<file path="config.mk">
export PLATFORM = sky130hd
export DESIGN_NAME = dynamic_branch_predictor
export DESIGN_NICKNAME = d
export VERILOG_FILES = /design/src/rtl/branch_pred_pkg.sv /design/src/rtl/predictor_table.sv /design/src/rtl/dynamic_branch_predictor.sv
export SDC_FILE = /design/constraint.sdc
export NUM_CORES = 1
export LEC_CHECK = 0
export CELL_PAD_IN_SITES_DETAIL_PLACEMENT = 0
export CELL_PAD_IN_SITES_GLOBAL_PLACEMENT = 1
export CORE_MARGIN = 10
export CORE_UTILIZATION = 44
export DETAILED_ROUTE_END_ITERATION = 10
export PLACE_DENSITY_LB_ADDON = 0.08
export SLEW_MARGIN = 40
export SYNTH_ARGS = -nofsm -noshare
export SYNTH_HDL_FRONTEND = slang
export SYNTH_SLANG_ARGS = --single-unit
</file>
<file path="constraint.sdc">
create_clock -name clk -period 10.7 [get_ports clk]
set_input_delay 2.675 -clock clk [delete_from_list [all_inputs] [get_ports clk]]
set_output_delay 2.675 -clock clk [all_outputs]
set_load 0.01 [all_outputs]
</file>
<file path="src/rtl/branch_pred_pkg.sv">
// ----------------------------------------------------------------------------
// branch_pred_pkg
// Shared types and helpers for the fetch-stage dynamic branch predictor.
//   ctr_t       : 2-bit saturating direction counter encoding
//   CTR_RESET   : counter value used for reset and for idle entries
//   bp_entry_t  : one predictor table entry (valid, tag, counter, target)
//   sat_update  : next value of a saturating counter given a resolved direction
// ----------------------------------------------------------------------------
package branch_pred_pkg;

    localparam int PC_W = 16;

    // Entry tags are stored at the widest width any legal IDX_W can produce
    // (IDX_W >= 1 gives at most 15 tag bits). Narrower tags are zero-extended,
    // so the entry struct does not depend on the predictor parameters.
    localparam int TAG_MAX_W = PC_W - 1;

    typedef enum logic [1:0] {
        STRONG_NT = 2'b00,
        WEAK_NT   = 2'b01,
        WEAK_T    = 2'b10,
        STRONG_T  = 2'b11
    } ctr_t;

    localparam ctr_t CTR_RESET = WEAK_NT;

    typedef struct packed {
        logic                 valid;
        logic [TAG_MAX_W-1:0] tag;
        ctr_t                 ctr;
        logic [PC_W-1:0]      target;
    } bp_entry_t;

    localparam bp_entry_t ENTRY_RESET = '{
        valid  : 1'b0,
        tag    : '0,
        ctr    : CTR_RESET,
        target : '0
    };

    function automatic ctr_t sat_update(input ctr_t ctr, input logic taken);
        ctr_t nxt;
        nxt = ctr;
        case (ctr)
            STRONG_NT: nxt = taken ? WEAK_NT  : STRONG_NT;
            WEAK_NT:   nxt = taken ? WEAK_T   : STRONG_NT;
            WEAK_T:    nxt = taken ? STRONG_T : WEAK_NT;
            STRONG_T:  nxt = taken ? STRONG_T : WEAK_T;
            default:   nxt = CTR_RESET;
        endcase
        return nxt;
    endfunction

endpackage

</file>
<file path="src/rtl/predictor_table.sv">
// ----------------------------------------------------------------------------
// predictor_table
// Direct-mapped flop array of bp_entry_t.
//   clk, rst      : clock, asynchronous active-high reset (clears every entry)
//   rd_idx/rd_data: combinational lookup port for the fetch PC
//   wr_idx/wr_old : combinational read of the entry about to be written, used
//                   by the parent for the tag compare and counter update
//   wr_en/wr_data : synchronous write port, applied on the rising edge
// Reads always return the pre-edge contents, so a same-cycle read and write
// of one index yields the old entry.
// ----------------------------------------------------------------------------
module predictor_table
    import branch_pred_pkg::*;
#(
    parameter int NUM_ENTRIES = 8,
    parameter int IDX_W       = 3
) (
    input  logic             clk,
    input  logic             rst,
    input  logic [IDX_W-1:0] rd_idx,
    output bp_entry_t        rd_data,
    input  logic [IDX_W-1:0] wr_idx,
    output bp_entry_t        wr_old,
    input  logic             wr_en,
    input  bp_entry_t        wr_data
);

    bp_entry_t mem_q [NUM_ENTRIES];
    bp_entry_t mem_d [NUM_ENTRIES];

    always_comb begin
        mem_d = mem_q;
        if (wr_en) begin
            mem_d[wr_idx] = wr_data;
        end
    end

    always_ff @(posedge clk or posedge rst) begin
        if (rst) begin
            for (int i = 0; i < NUM_ENTRIES; i++) begin
                mem_q[i] <= ENTRY_RESET;
            end
        end else begin
            mem_q <= mem_d;
        end
    end

    assign rd_data = mem_q[rd_idx];
    assign wr_old  = mem_q[wr_idx];

endmodule

</file>
<file path="src/rtl/dynamic_branch_predictor.sv">
// ----------------------------------------------------------------------------
// dynamic_branch_predictor
// Fetch-stage predictor: tagged 2-bit-counter BHT with a parallel BTB, plus
// saturating branch / misprediction statistics.
//   clk, rst            : clock, asynchronous active-high reset
//   PC_curr             : fetch PC, looked up combinationally
//   prediction          : predict taken for PC_curr (hit and counter MSB set)
//   predicted_target    : BTB target for PC_curr, zero on a miss
//   IF_ID_PC_curr       : PC of the branch resolved in decode
//   IF_ID_prediction    : direction that was predicted for that branch
//   wen_BHT / wen_BTB   : update direction counter / write branch_target
//   actual_taken        : resolved direction
//   branch_target       : resolved target
//   branch_count        : number of wen_BHT updates, saturating at 16'hFFFF
//   mispredict_count    : wen_BHT updates that mispredicted, saturating
// ----------------------------------------------------------------------------
module dynamic_branch_predictor
    import branch_pred_pkg::*;
#(
    parameter int NUM_ENTRIES = 8,
    parameter int IDX_W       = 3,
    parameter int TAG_W       = 12
) (
    input  logic        clk,
    input  logic        rst,
    input  logic [15:0] PC_curr,
    input  logic [15:0] IF_ID_PC_curr,
    input  logic        IF_ID_prediction,
    input  logic        wen_BHT,
    input  logic        wen_BTB,
    input  logic        actual_taken,
    input  logic [15:0] branch_target,
    output logic        prediction,
    output logic [15:0] predicted_target,
    output logic [15:0] branch_count,
    output logic [15:0] mispredict_count
);

    localparam logic [15:0] CNT_MAX = 16'hFFFF;

    logic [IDX_W-1:0] ridx;
    logic [IDX_W-1:0] widx;
    logic [TAG_W-1:0] rtag;
    logic [TAG_W-1:0] wtag;
    bp_entry_t        rd_entry;
    bp_entry_t        wr_old;
    bp_entry_t        wr_new;
    logic             hit;
    logic             whit;
    logic             tbl_we;

    logic [15:0] branch_count_d;
    logic [15:0] branch_count_q;
    logic [15:0] mispredict_count_d;
    logic [15:0] mispredict_count_q;

    assign ridx = PC_curr[IDX_W:1];
    assign rtag = PC_curr[15:IDX_W+1];
    assign widx = IF_ID_PC_curr[IDX_W:1];
    assign wtag = IF_ID_PC_curr[15:IDX_W+1];

    predictor_table #(
        .NUM_ENTRIES (NUM_ENTRIES),
        .IDX_W       (IDX_W)
    ) u_table (
        .clk     (clk),
        .rst     (rst),
        .rd_idx  (ridx),
        .rd_data (rd_entry),
        .wr_idx  (widx),
        .wr_old  (wr_old),
        .wr_en   (tbl_we),
        .wr_data (wr_new)
    );

    // Lookup. The table is already cleared while rst is high; the explicit
    // rst term keeps the outputs quiet even in the reset-edge delta.
    always_comb begin
        hit              = rd_entry.valid && (rd_entry.tag == TAG_MAX_W'(rtag));
        prediction       = !rst && hit && rd_entry.ctr[1];
        predicted_target = (!rst && hit) ? rd_entry.target : 16'h0000;
    end

    // Update / allocate. A tag miss on either write enable replaces the
    // direct-mapped entry outright; the old branch is simply lost.
    always_comb begin
        whit   = wr_old.valid && (wr_old.tag == TAG_MAX_W'(wtag));
        tbl_we = wen_BHT || wen_BTB;
        wr_new = wr_old;
        if (whit) begin
            if (wen_BHT) begin
                wr_new.ctr = sat_update(wr_old.ctr, actual_taken);
            end
            if (wen_BTB) begin
                wr_new.target = branch_target;
            end
        end else begin
            wr_new.valid  = 1'b1;
            wr_new.tag    = TAG_MAX_W'(wtag);
            wr_new.ctr    = actual_taken ? WEAK_T : WEAK_NT;
            wr_new.target = wen_BTB ? branch_target : 16'h0000;
        end
    end

    always_comb begin
        branch_count_d     = branch_count_q;
        mispredict_count_d = mispredict_count_q;
        if (wen_BHT) begin
            if (branch_count_q != CNT_MAX) begin
                branch_count_d = branch_count_q + 16'd1;
            end
            if ((actual_taken != IF_ID_prediction) && (mispredict_count_q != CNT_MAX)) begin
                mispredict_count_d = mispredict_count_q + 16'd1;
            end
        end
    end

    always_ff @(posedge clk or posedge rst) begin
        if (rst) begin
            branch_count_q     <= 16'h0000;
            mispredict_count_q <= 16'h0000;
        end else begin
            branch_count_q     <= branch_count_d;
            mispredict_count_q <= mispredict_count_d;
        end
    end

    assign branch_count     = branch_count_q;
    assign mispredict_count = mispredict_count_q;

endmodule

</file>
==> run summary <==
unrepaired setup endpoints after global routing: no
VDD IR max: 0.1394 mV
met1 usage: 27.23%
DP Area: 17220 um^2
ant diodes: 0
critical path endpoint: prediction
Async SR Flop Fraction: 100.0%
Worst slew margin: 45.70%
final hold slack: 0.4657 ns
worst r2r path cells: 9
post-CTS setup buffer count: 0
CTS resizes: 0
Req. time, crit path: 8.03 ns
most frequent cells in the layout: dfrtp_1 (296), nor2_1 (164), a31oi_1 (128)
Final #Nets: 1410
# clock sinks: 304
WS Path Type: in -> out
Setup crit start: PC_curr[1]
grt peak-use layer: met2
grt ovf: 0
min Tclk post-route: 8.829 ns
Design Area, Final: 18550 um^2
syn_nets: 1345
first-pass GRT wire length: 68520 um
Routed Antenna Nets: 0
fmax: 113.3 MHz
CTS Buffer Depth: 3
wire per inst: 23.37 um
CORE AREA: 35570 um^2
critical path launch point type: primary input
sw frac: 27.46%
synthesized area: 15890 um^2
Mapped Cells: 1289
DR pass1 iterations: 5
worst slew pin tran: 0.8043 ns
Post-Route Skew: 0.02359 ns
PwrDens: 193.3 nW/um^2
clock slew at reported path FFs: 0.06 ns
critical path's largest stage delay: 0.62 ns
initial antenna violation count: 0
placer congestion estimate: 0.7659
Die Height: 210.0 um
filler instances: 3170
HPWL Detailed: 26170 um
internal power: 2.600 mW
io pins: 103
Max Cap Viol: 0
top cell type by total area after synthesis: dfrtp_1
fin crit share: 82.51%
Logic pwr share: 20.8%
post-synth top area share: 46.63%
sequential area share after synthesis: 47.95%
M2 GR Usage: 31.66%
DRC Markers: 0
most common cell after layout, fill and taps aside: dfrtp_1
most used cell, CP: buf_4
starting density of the core: 44.66%
Routed WL: 43030 um
vias per cell: 5.844
initial DRC count: 752
Slowest-stage cell, CP: buf_4
crit path DAT: 6.15 ns
total number of H-tree levels: 2
P&R area growth vs syn: 16.75%
ys flop type: dfrtp_1
overall routing resource usage: 19.59%
Leak: 7.392 nW
GRT met3 Usage: 3.400%
Clock Latency Late Sink: 0.52 ns
RR Startpoint: u_table.mem_q[127]
switching power: 0.9845 mW
syn_area_per_cell: 12.32 um^2
IO Port Bufs: 100
R2R Path End: u_table.mem_q[114]
clk root buf: clkbuf_16
hold buffers post-CTS: 0
die area: 44100 um^2
synth unique cells: 66
clock buffer count from CTS: 37
CP Cell Sequence: buf_4, buf_4, mux4_2, nand3_1, a2111oi_0, nand3_1, buf_4, nor2_1, clkdlybuf4s50_1
Hold Path Class: reg -> reg
Site Rows: 69
outcome: completed
CTS tree: yes
largest net degree at the start of global routing: 137
flops & latches, synth: 304
Max Slew Vio Count: 0
critical path peak fanout: 34
Die X: 210.0 um
Clock power frac: 36.3%
Synth area leaders: dfrtp_1 (47%), mux4_2 (14%), mux2_2 (8.6%), a31oi_1 (5.0%), nor2_1 (4.1%)
final hold violation count: 0
R2R Setup Slk: 6.87 ns
vias in the first global route: 11258
Ys Warns: 0
number of vias in the routed layout: 10758
critical path endpoint category: output pin
Seq pwr share: 42.8%
final setup fails: 0
share of cells above drive strength 1: 26.38%
number of synthesized flops with an enable pin: 0
Fin Setup TNS: 0 ns
## sequential cells by signal, summed over array words and instances (netlist names)
name	flops
branch_count	16
mispredict_count	16
u_table.mem_q	272
## how the worst min path moves through the flow
stage                       startpoint                 end  cells past startpoint
finish              u_table.mem_q[135]  u_table.mem_q[135]                      1
global route        u_table.mem_q[101]  u_table.mem_q[101]                      1
CTS                 u_table.mem_q[135]  u_table.mem_q[135]                      1
detailed placement  u_table.mem_q[135]  u_table.mem_q[135]                      1
global placement    u_table.mem_q[237]  u_table.mem_q[237]                      1
floorplan           u_table.mem_q[101]  u_table.mem_q[101]                      1
## through the flow
step | utilization, % | setup WS [ns] | instances | power, mW
after CTS | 51.96 | 1.665 | 1839 | 3.625
after global routing | 52.14 | 1.594 | 1841 | 3.769
final | 52.14 | 1.871 | 1841 | 3.585
after floorplan | - | 2.677 | 1289 | 2.079
after detailed placement | 48.40 | 1.665 | 1774 | 2.306
after global placement | 48.37 | 1.743 | 1774 | 2.285
## cell usage after synthesis (11+ instances only)
cell / count
nor2b_1: 27
nand2_1: 85
o21ai_0: 18
o22ai_1: 12
mux4_2: 99
nor2_1: 172
mux2i_1: 50
xnor2_1: 36
xor2_1: 16
dfrtp_1: 296
clkbuf_1: 62
a31oi_1: 128
mux2_2: 121
buf_1: 17
mux2_4: 11
## kinds of logic after synthesis
logic type      count (synthesis)  share of synthesized area [%]
buf+inv                       102                          3.080
simple gates                  352                          10.85
mux                           284                          27.09
xor+xnor                       52                          2.867
flops                         304                          47.95
fa+ha+maj                       2                         0.1575
compound gates                193                          8.011
## cell type report
class / count / area (um^2) / area share, %
Clock buffer: 54 / 1102 / 5.944
Clock inverter: 11 / 163.9 / 0.8838
Inverter: 4 / 18.77 / 0.1012
Multi-Input combinational cell: 883 / 7848 / 42.32
Sequential cell: 304 / 7617 / 41.07
Tap cell: 461 / 576.8 / 3.110
Timing Repair Buffer: 124 / 1219 / 6.571
## power by group through the flow
stage / Combinational (mW) / Clock, mW / Sequential (mW)
final: 0.747 / 1.30 / 1.54
after detailed placement: 0.754 / 0 / 1.55
after CTS: 0.755 / 1.34 / 1.53
after global routing: 0.823 / 1.38 / 1.57
after floorplan: 0.570 / 0 / 1.51
after global placement: 0.742 / 0 / 1.54
## worst max-delay path: cells and delay by family
kind | cells | cell delay, ns
buffers and inverters | 4 | 2.04
AND/OR/NAND/NOR | 3 | 0.47
AO/OA/AOI/OAI | 1 | 0.55
multiplexers | 1 | 0.39
## metal layers
metal  vias to the layer above  part of all wire (%)
met5                         -                     0
met2                       237                    48
met4                         0                   1.6
li1                       4923                     -
met1                      5543                    46
met3                        55                   4.7
Power figures use the tool's default switching activity.
